==> src/rtl/round_controller.sv <==
// round_controller
//
// Sequences one hangman round. The controller fetches a word from word_ram,
// waits out the RAM read latency and skips empty entries. It latches the word
// and mask, then pulses game_start to arm the game handler. It watches
// game_state for a win or a loss and keeps saturating tallies. Finally it holds
// the result on screen for a fixed time before returning to idle.
//
// Parameters
//   RAM_LATENCY  cycles from a ram_address change until ram_q is valid (1..7)
//   HOLD_CYCLES  result display time in clk cycles (1..2^27-1)
//
// Ports
//   clk          system clock
//   reset        synchronous, active-high
//   start        single-cycle pulse, begins a round
//   abort        single-cycle pulse, cancels the current round
//   auto_mode    0: word chosen by sw_select, 1: sequential next word
//   sw_select    manual word address
//   ram_address  word_ram address
//   ram_q        word_ram data, {word[29:0], mask[25:0]}
//   word         latched word, six 5-bit letters
//   mask         latched letter-set mask
//   word_valid   word/mask hold a checked entry
//   game_start   one-cycle pulse that arms game_handler
//   game_state   from game_handler: 0 idle, 1 playing, 2 won, 3 lost
//   wins         saturating win count
//   losses       saturating loss count
//   round_state  current FSM state encoding
//   busy         FSM in FETCH, CHECK, ARM, PLAY or HOLD
//   error        no non-empty word found
//
// Handshake: start and abort are single-cycle pulses sampled on the rising
// edge. There is no back-pressure. start is accepted only in IDLE or EMPTY.
// abort is accepted in FETCH through HOLD and also in EMPTY. When both arrive
// in IDLE, start wins.

module round_controller #(
    parameter int unsigned RAM_LATENCY = 2,
    parameter int unsigned HOLD_CYCLES = 100000000
) (
    input  logic        clk,
    input  logic        reset,
    input  logic        start,
    input  logic        abort,
    input  logic        auto_mode,
    input  logic [3:0]  sw_select,
    output logic [3:0]  ram_address,
    input  logic [55:0] ram_q,
    output logic [29:0] word,
    output logic [25:0] mask,
    output logic        word_valid,
    output logic        game_start,
    input  logic [1:0]  game_state,
    output logic [3:0]  wins,
    output logic [3:0]  losses,
    output logic [2:0]  round_state,
    output logic        busy,
    output logic        error
);

    typedef enum logic [2:0] {
        S_IDLE  = 3'd0,
        S_FETCH = 3'd1,
        S_CHECK = 3'd2,
        S_ARM   = 3'd3,
        S_PLAY  = 3'd4,
        S_HOLD  = 3'd5,
        S_EMPTY = 3'd6
    } state_e;

    // Terminal counts. The counters start at 0 on entry, so the last value is N-1.
    localparam logic [2:0]  LAT_LAST  = 3'(RAM_LATENCY - 1);
    localparam logic [26:0] HOLD_LAST = 27'(HOLD_CYCLES - 1);

    state_e      state_q, state_d;
    logic [3:0]  addr_q, addr_d;
    logic [3:0]  last_addr_q, last_addr_d;
    logic [3:0]  try_cnt_q, try_cnt_d;
    logic [2:0]  lat_cnt_q, lat_cnt_d;
    logic [26:0] hold_cnt_q, hold_cnt_d;
    logic [29:0] word_q, word_d;
    logic [25:0] mask_q, mask_d;
    logic        word_valid_q, word_valid_d;
    logic        game_start_q, game_start_d;
    logic [3:0]  wins_q, wins_d;
    logic [3:0]  losses_q, losses_d;
    logic        busy_q, busy_d;
    logic        error_q, error_d;

    always_comb begin
        state_d      = state_q;
        addr_d       = addr_q;
        last_addr_d  = last_addr_q;
        try_cnt_d    = try_cnt_q;
        lat_cnt_d    = lat_cnt_q;
        hold_cnt_d   = hold_cnt_q;
        word_d       = word_q;
        mask_d       = mask_q;
        word_valid_d = word_valid_q;
        wins_d       = wins_q;
        losses_d     = losses_q;

        case (state_q)
            S_IDLE: begin
                if (!auto_mode) begin
                    addr_d = sw_select;
                end
                if (start) begin
                    addr_d       = auto_mode ? (last_addr_q + 4'd1) : sw_select;
                    try_cnt_d    = 4'd0;
                    lat_cnt_d    = 3'd0;
                    word_valid_d = 1'b0;
                    state_d      = S_FETCH;
                end
            end

            S_FETCH: begin
                if (abort) begin
                    word_valid_d = 1'b0;
                    state_d      = S_IDLE;
                end else if (lat_cnt_q == LAT_LAST) begin
                    state_d = S_CHECK;
                end else begin
                    lat_cnt_d = lat_cnt_q + 3'd1;
                end
            end

            S_CHECK: begin
                if (abort) begin
                    word_valid_d = 1'b0;
                    state_d      = S_IDLE;
                end else if (ram_q[25:0] != 26'd0) begin
                    word_d       = ram_q[55:26];
                    mask_d       = ram_q[25:0];
                    word_valid_d = 1'b1;
                    last_addr_d  = addr_q;
                    state_d      = S_ARM;
                end else if (!auto_mode || try_cnt_q == 4'd15) begin
                    state_d = S_EMPTY;
                end else begin
                    // An empty entry in auto mode moves the scan on to the next slot.
                    // The 4-bit address wraps from 15 to 0 on its own.
                    try_cnt_d = try_cnt_q + 4'd1;
                    addr_d    = addr_q + 4'd1;
                    lat_cnt_d = 3'd0;
                    state_d   = S_FETCH;
                end
            end

            S_ARM: begin
                if (abort) begin
                    word_valid_d = 1'b0;
                    state_d      = S_IDLE;
                end else begin
                    state_d = S_PLAY;
                end
            end

            S_PLAY: begin
                // abort comes first, so a result in the same cycle is dropped.
                if (abort) begin
                    word_valid_d = 1'b0;
                    state_d      = S_IDLE;
                end else if (game_state == 2'd2) begin
                    if (wins_q != 4'd15) begin
                        wins_d = wins_q + 4'd1;
                    end
                    hold_cnt_d = 27'd0;
                    state_d    = S_HOLD;
                end else if (game_state == 2'd3) begin
                    if (losses_q != 4'd15) begin
                        losses_d = losses_q + 4'd1;
                    end
                    hold_cnt_d = 27'd0;
                    state_d    = S_HOLD;
                end
            end

            S_HOLD: begin
                if (abort) begin
                    word_valid_d = 1'b0;
                    state_d      = S_IDLE;
                end else if (hold_cnt_q == HOLD_LAST) begin
                    state_d = S_IDLE;
                end else begin
                    hold_cnt_d = hold_cnt_q + 27'd1;
                end
            end

            S_EMPTY: begin
                if (start || abort) begin
                    state_d = S_IDLE;
                end
            end

            default: begin
                state_d = S_IDLE;
            end
        endcase

        // Flags are decoded from the next state so they register on the entry edge.
        game_start_d = (state_d == S_ARM);
        busy_d       = (state_d != S_IDLE) && (state_d != S_EMPTY);
        error_d      = (state_d == S_EMPTY);
    end

    always_ff @(posedge clk) begin
        if (reset) begin
            state_q      <= S_IDLE;
            addr_q       <= 4'd0;
            last_addr_q  <= 4'd15;
            try_cnt_q    <= 4'd0;
            lat_cnt_q    <= 3'd0;
            hold_cnt_q   <= 27'd0;
            word_q       <= 30'd0;
            mask_q       <= 26'd0;
            word_valid_q <= 1'b0;
            game_start_q <= 1'b0;
            wins_q       <= 4'd0;
            losses_q     <= 4'd0;
            busy_q       <= 1'b0;
            error_q      <= 1'b0;
        end else begin
            state_q      <= state_d;
            addr_q       <= addr_d;
            last_addr_q  <= last_addr_d;
            try_cnt_q    <= try_cnt_d;
            lat_cnt_q    <= lat_cnt_d;
            hold_cnt_q   <= hold_cnt_d;
            word_q       <= word_d;
            mask_q       <= mask_d;
            word_valid_q <= word_valid_d;
            game_start_q <= game_start_d;
            wins_q       <= wins_d;
            losses_q     <= losses_d;
            busy_q       <= busy_d;
            error_q      <= error_d;
        end
    end

    assign ram_address = addr_q;
    assign word        = word_q;
    assign mask        = mask_q;
    assign word_valid  = word_valid_q;
    assign game_start  = game_start_q;
    assign wins        = wins_q;
    assign losses      = losses_q;
    assign round_state = state_q;
    assign busy        = busy_q;
    assign error       = error_q;

endmodule

==> config.mk <==
export PLATFORM = sky130hd
export DESIGN_NAME = round_controller
export DESIGN_NICKNAME = d
export VERILOG_FILES = /design/src/rtl/round_controller.sv
export SDC_FILE = /design/constraint.sdc
export NUM_CORES = 1
export LEC_CHECK = 0
export ABC_AREA = 1
export CAP_MARGIN = 30
export CORE_MARGIN = 5
export CORE_UTILIZATION = 51
export CTS_BUF_LIST = sky130_fd_sc_hd__clkbuf_4 sky130_fd_sc_hd__clkbuf_8
export CTS_CLUSTER_SIZE = 16
export DETAILED_ROUTE_END_ITERATION = 10
export PLACE_DENSITY = 0.82
export REMOVE_ABC_BUFFERS = 1
export SYNTH_ARGS = -nofsm -noshare
export SYNTH_HDL_FRONTEND = slang
export SYNTH_SLANG_ARGS = --single-unit
==> constraint.sdc <==
create_clock -name clk -period 2.6 [get_ports clk]
set_input_delay 0.39 -clock clk [delete_from_list [all_inputs] [get_ports clk]]
set_output_delay 0.39 -clock clk [all_outputs]
set_load 0.01 [all_outputs]
# == After elaboration in Yosys (flattened, before gate mapping) ==
# Index checks and enable logic that the tools add are counted.
# op_classes
add_sub_neg,7
eq_ne,29
muxes,44
bitwise_logic,2
reduce_logical,20
# ops
op,n
$mux W27,5
$mux W3,19
$pmux W27 S2,1
$mux W4,10
$add A27 B1 Y27 const B,1
$eq A27 B27 Y1 const B,1
$reduce_bool A26 Y1,1
$pmux W3 S7,1
$add A4 B1 Y4 const B,5
$reduce_and A5 Y1,4
$ne A2 B2 Y1 const B,9
$pmux W4 S2,2
$eq A3 B3 Y1 const B,4
$ne A3 B3 Y1 const B,4
$eq A3 B2 Y1 const B,3
$pmux W3 S3,1
$reduce_bool A3 Y1,3
$ne A4 B4 Y1 const B,2
$reduce_and A4 Y1,2
$reduce_and A7 Y1,1
$eq A3 B1 Y1 const B,2
$eq A2 B2 Y1 const B,2
$eq A4 B4 Y1 const B,1
$mux W1,4
11 further kinds,14
# word_totals
register_bits,113
in_bits,67
out_inout_bits,75
wordCells,116

# == Depth between registers and ports, before layout ==
# logic_depth
word_depth,8
ltp_mapped,13
mapped_depth_nobuf,13

# == Least setup slack after synthesis ==
# Ideal clock, no wire load.
# synth_timing
path_type,reg-to-reg
from,register hold_cnt_q[0]
to,register hold_cnt_q[4]
arrival_time_ps,1645
required_time_ps,2461
path_slack_ps,816
path_stages_with_launch,13
n_path_buf,1
period_less_slack_ps,1784
cell_sequence,dfxtp_1 ha_1 inv_2 nor2_4 nand2_1 nor2_1 nand2_1 nand2_2 a21oi_4 inv_6 buf_6 nand2_1 a21oi_2
# synth_via
elab_chain_len,4
# synth_lines
element,line,text
start: declaration,81,"logic [26:0] hold_cnt_q, hold_cnt_d;"
start signal: assignment,230,hold_cnt_q <= hold_cnt_d;
$add A27 B1 Y27,187,hold_cnt_d = hold_cnt_q + 27'd1;
$mux W27,184,end else if (hold_cnt_q == HOLD_LAST) begin
$mux W27,181,if (abort) begin
$pmux W27 S2,104,case (state_q)
# Several ways; a longest one is shown, not always the timed one. The select of a mux whose other input is x is not followed.
# A chain may end at the register's enable or synchronous reset.

# == Worst setup path after layout ==
# layout_timing
from,register hold_cnt_q[0]
to,register hold_cnt_q[5]
# The elaborated chain is that of the path after synthesis.

==> results.md <==
- Worst setup SP type: flop
- End of the worst hold path: hold_cnt_q[11]
- Terminus of the critical flop-to-flop path: hold_cnt_q[5]
- Post-synth EDFFs: 0
- Netlist Area Pre-Place: 0.00568 sq mm
- Logic pwr share: between 10% and 20%
- CTS root buf: clkbuf_8
- # setup viols final: 0
- Leakage: 2.80 nW
- Async SR Flop Fraction: 0%
- Fin crit share: 82.6%
- Reg2Reg Depth: 11
- Max Clk Rate: 0.466 GHz
- Post-CTS sizing: 0
- Internal: 2.86 mW
- Switching Power: 0.991 mW
- CTS buffer count: 17
- Worst Tran Pin Value: 0.692 ns
- Synth Flop Type: dfxtp_1
- CP arrival: 2.50 ns
- Slowest stage cell on the critical path: a21oi_4
- Cells on Worst Hold Path: 2
- DRC: 0
- Clock buffer depth: 2
- Seq. cell area: around 0.0023 sq mm
- Clock latency on the worst-skew pair: about 0.42 ns
- DR iter-0 viols: around 600
- Final nets: 1049
- Synth cell count leaders: nor2_1 (201), nand2_1 (175), dfxtp_1 (113), inv_1 (65), o21ai_0 (64)
- Post-synth cell types: 41
- Final core utilization: 69.5%
- Vias in the first global route: 5399
- Port buffer count: ~140
- Worst vdd ir: roughly 350 uV
- Sequential element share of the synthesized area: 39.8%
- Post-Route Skew: between 0.01 and 0.015 ns
- Data required time at the worst endpoint: 2.95 ns
- Critical Path Sink Type: flop
- Slowest stage delay, CP: about 0.45 ns
- # diodes: 0
- Number of max-cap violations: 0
- Via count: 5760
- Vias per inst: 5.11
- Fin crit period: 2.15 ns
- CTS clk-pin slew, worst paths: 0.07 ns
- Seq pwr share: 46.4%
- Post-synthesis sequential element count: about 110
- Gpl congestion: between 0.9 and 1
- Power Density: 510 mW/mm^2
- Post-synth top area share: 39.8%
- Footprint of the multi-input gates: 0.00297 sq mm
- Clock power frac: 42.6%
- Detail Route Antenna Nets: 0
- # Post-CTS Setup Buffers: 0
- Initial antenna violation count: 0
- CTS tree: yes
- Synth area leaders: dfxtp_1 (40%), nor2_1 (13%), nand2_1 (12%)
- Routed WL: 15600 microns
- Initial core utilization: 52.2%
- I/O Pins: 142
- Fraction of final layout cells sized beyond drive strength 1: 8.21%
- Pin count of the biggest net entering global routing: 74
- Crit path max fanout: 15
- Min-Delay Path Class: flop to flop
- Final Hold Vio Count: 0
- GRT overflow: 0
- Wire per inst: between 10 and 15 microns
- Kind of cell adding the most delay to the critical path: compound AO/OA/AOI/OAI gates
- Hold path startpoint: hold_cnt_q[11]
- Relative slew slack: 53.8%
- Cell Chain, Critical Path: ha_1 -> inv_2 -> nor2_4 -> nand2_1 -> nor2_1 -> nand2_1 -> nand2_2 -> a21oi_4 -> buf_12 -> nand2_1 -> a21oi_2
- Wire length of the first global-routing pass: 25500 microns
- H-Tree Depth: 4
- Critical path class: flop to flop
- RSZ-0062 raised after global routing: false
- Synth warn: 0
- Yosys top cell by area: dfxtp_1
- FILL cells: 910
- Core ar.: 0.0109 sq mm
- Die height: 116 microns
- Detailed Routing Iterations Pass 1: 6
- Syn Area/Cell: 6.78 sq um
- Net Sw Frac: 25.7%
- Mapped Cells: 838
- Max Transition Viols Final: 0
- Most frequent cell after synthesis: nor2_1
- Die W: 116 microns
- Worst R2R Setup Slack: 0.45 ns
- Status: completed
- DPL Wire Length: 11500 microns
- Final Power: 3.86 mW
- RR Startpoint: hold_cnt_q[0]
- All-Layer GR Usage: 23.7%
- Hold_buf cts: 0
- Row Count: 38
- Die area: 0.0133 sq mm
- Critical path depth in cells: 11
- Clock Sinks: 113
- Most frequent CP cell: nand2_1
- Worst path bufs/invs: 2
- Area Growth Syn to Fin: 33.2%
[worst reg2reg max path: stages, from the launching register on]
cell and delay, ns:
dfxtp_1 0.38, ha_1 0.26, inv_2 0.09, nor2_4 0.06, nand2_1 0.14, nor2_1 0.08
nand2_1 0.11, nand2_2 0.08, a21oi_4 0.45, buf_12 0.21, nand2_1 0.08, a21oi_2 0.13
[kinds of logic after synthesis]
group,synth area share [%]
simple gates,34.5
compound gates,12.8
xor+xnor,3.08
flops,39.8
buf+inv,7.95
fa+ha+maj,1.76
[metrics by stage]
step / setup TNS [ns] / hold slack, ns / cell area, sq um / setup WS, ns / std cells
after global placement: 0 / 0.452 / 7170 / 0.208 / 1095
after detailed placement: 0 / 0.454 / 7170 / 0.142 / 1095
after CTS: 0 / 0.465 / 7560 / 0.449 / 1127
final: 0 / 0.462 / 7560 / 0.452 / 1127
after global routing: 0 / 0.487 / 7560 / 0.267 / 1127
after floorplan: -6.25 / 0.435 / 5500 / -0.216 / 806
[registers in the layout, summed over array words and instances, names as in the netlist]
signal and cells:
busy 1, error 1, game_start 1, hold_cnt_q 27, last_addr_q 4, lat_cnt_q 3, losses 4, mask 26
ram_address 4, round_state 3, try_cnt_q 4, wins 4, word 30, word_valid 1
[metal layers]
metal / routed length (microns) / vias up / global-route usage, %
li1: - / 2954 / -
met3: 1160 / 38 / 5.38
met4: 409 / 0 / 8.69
met2: 7100 / 202 / 39.0
met1: 6930 / 2566 / 30.4
met5: 0 / - / 0
[how the worst max path moves through the flow]
stage | startpoint | to | slack, ns
floorplan | round_state[2] | mask[10] | -0.22
global placement | ram_q[2] | mask[3] | 0.21
detailed placement | ram_q[2] | word[26] | 0.14
CTS | hold_cnt_q[0] | hold_cnt_q[23] | 0.45
global route | hold_cnt_q[0] | hold_cnt_q[5] | 0.27
finish | hold_cnt_q[0] | hold_cnt_q[5] | 0.45
[area by class of cell]
type | count | area share (%)
Clock buffer | 20 | 3.47
Sequential cell | 113 | 29.9
Multi-Input combinational cell | 622 | 39.2
Timing Repair Buffer | 149 | 19.7
Clock inverter | 12 | 1.77
Inverter | 71 | 3.59
Tap cell | 140 | 2.32
[placed cells by master, fill, tap and decap left out, drive strengths merged]
| master | instances |
|---|---|
| nor2 | 205 |
| nand2 | 180 |
| clkdlybuf4s50 | 140 |
| dfxtp | 113 |
| inv | 71 |
| o21ai | 65 |
| a21oi | 53 |
| nand3 | 48 |
| nor3 | 20 |
| clkbuf | 20 |
| xor2 | 15 |
| buf | 9 |
| ha | 8 |
| nand4 | 7 |
| xnor2 | 5 |
| clkinvlp | 5 |
| clkinv | 5 |
| o211ai | 4 |
| nor3b | 3 |
| bufinv | 2 |
| a211oi | 2 |
| or2 | 2 |
| a31oi | 1 |
| nor4 | 1 |
| nand3b | 1 |
| and3 | 1 |
| a22oi | 1 |
[power groups by stage]
stage	combinational, mW	clock, mW	sequential, mW
floorplan	0.186	0	1.83
global placement	0.417	0	1.83
detailed placement	0.419	0	1.83
CTS	0.422	1.67	1.79
global route	0.472	1.75	1.79
finish	0.423	1.64	1.79
Note: power is estimated with default switching activity, not from simulation.
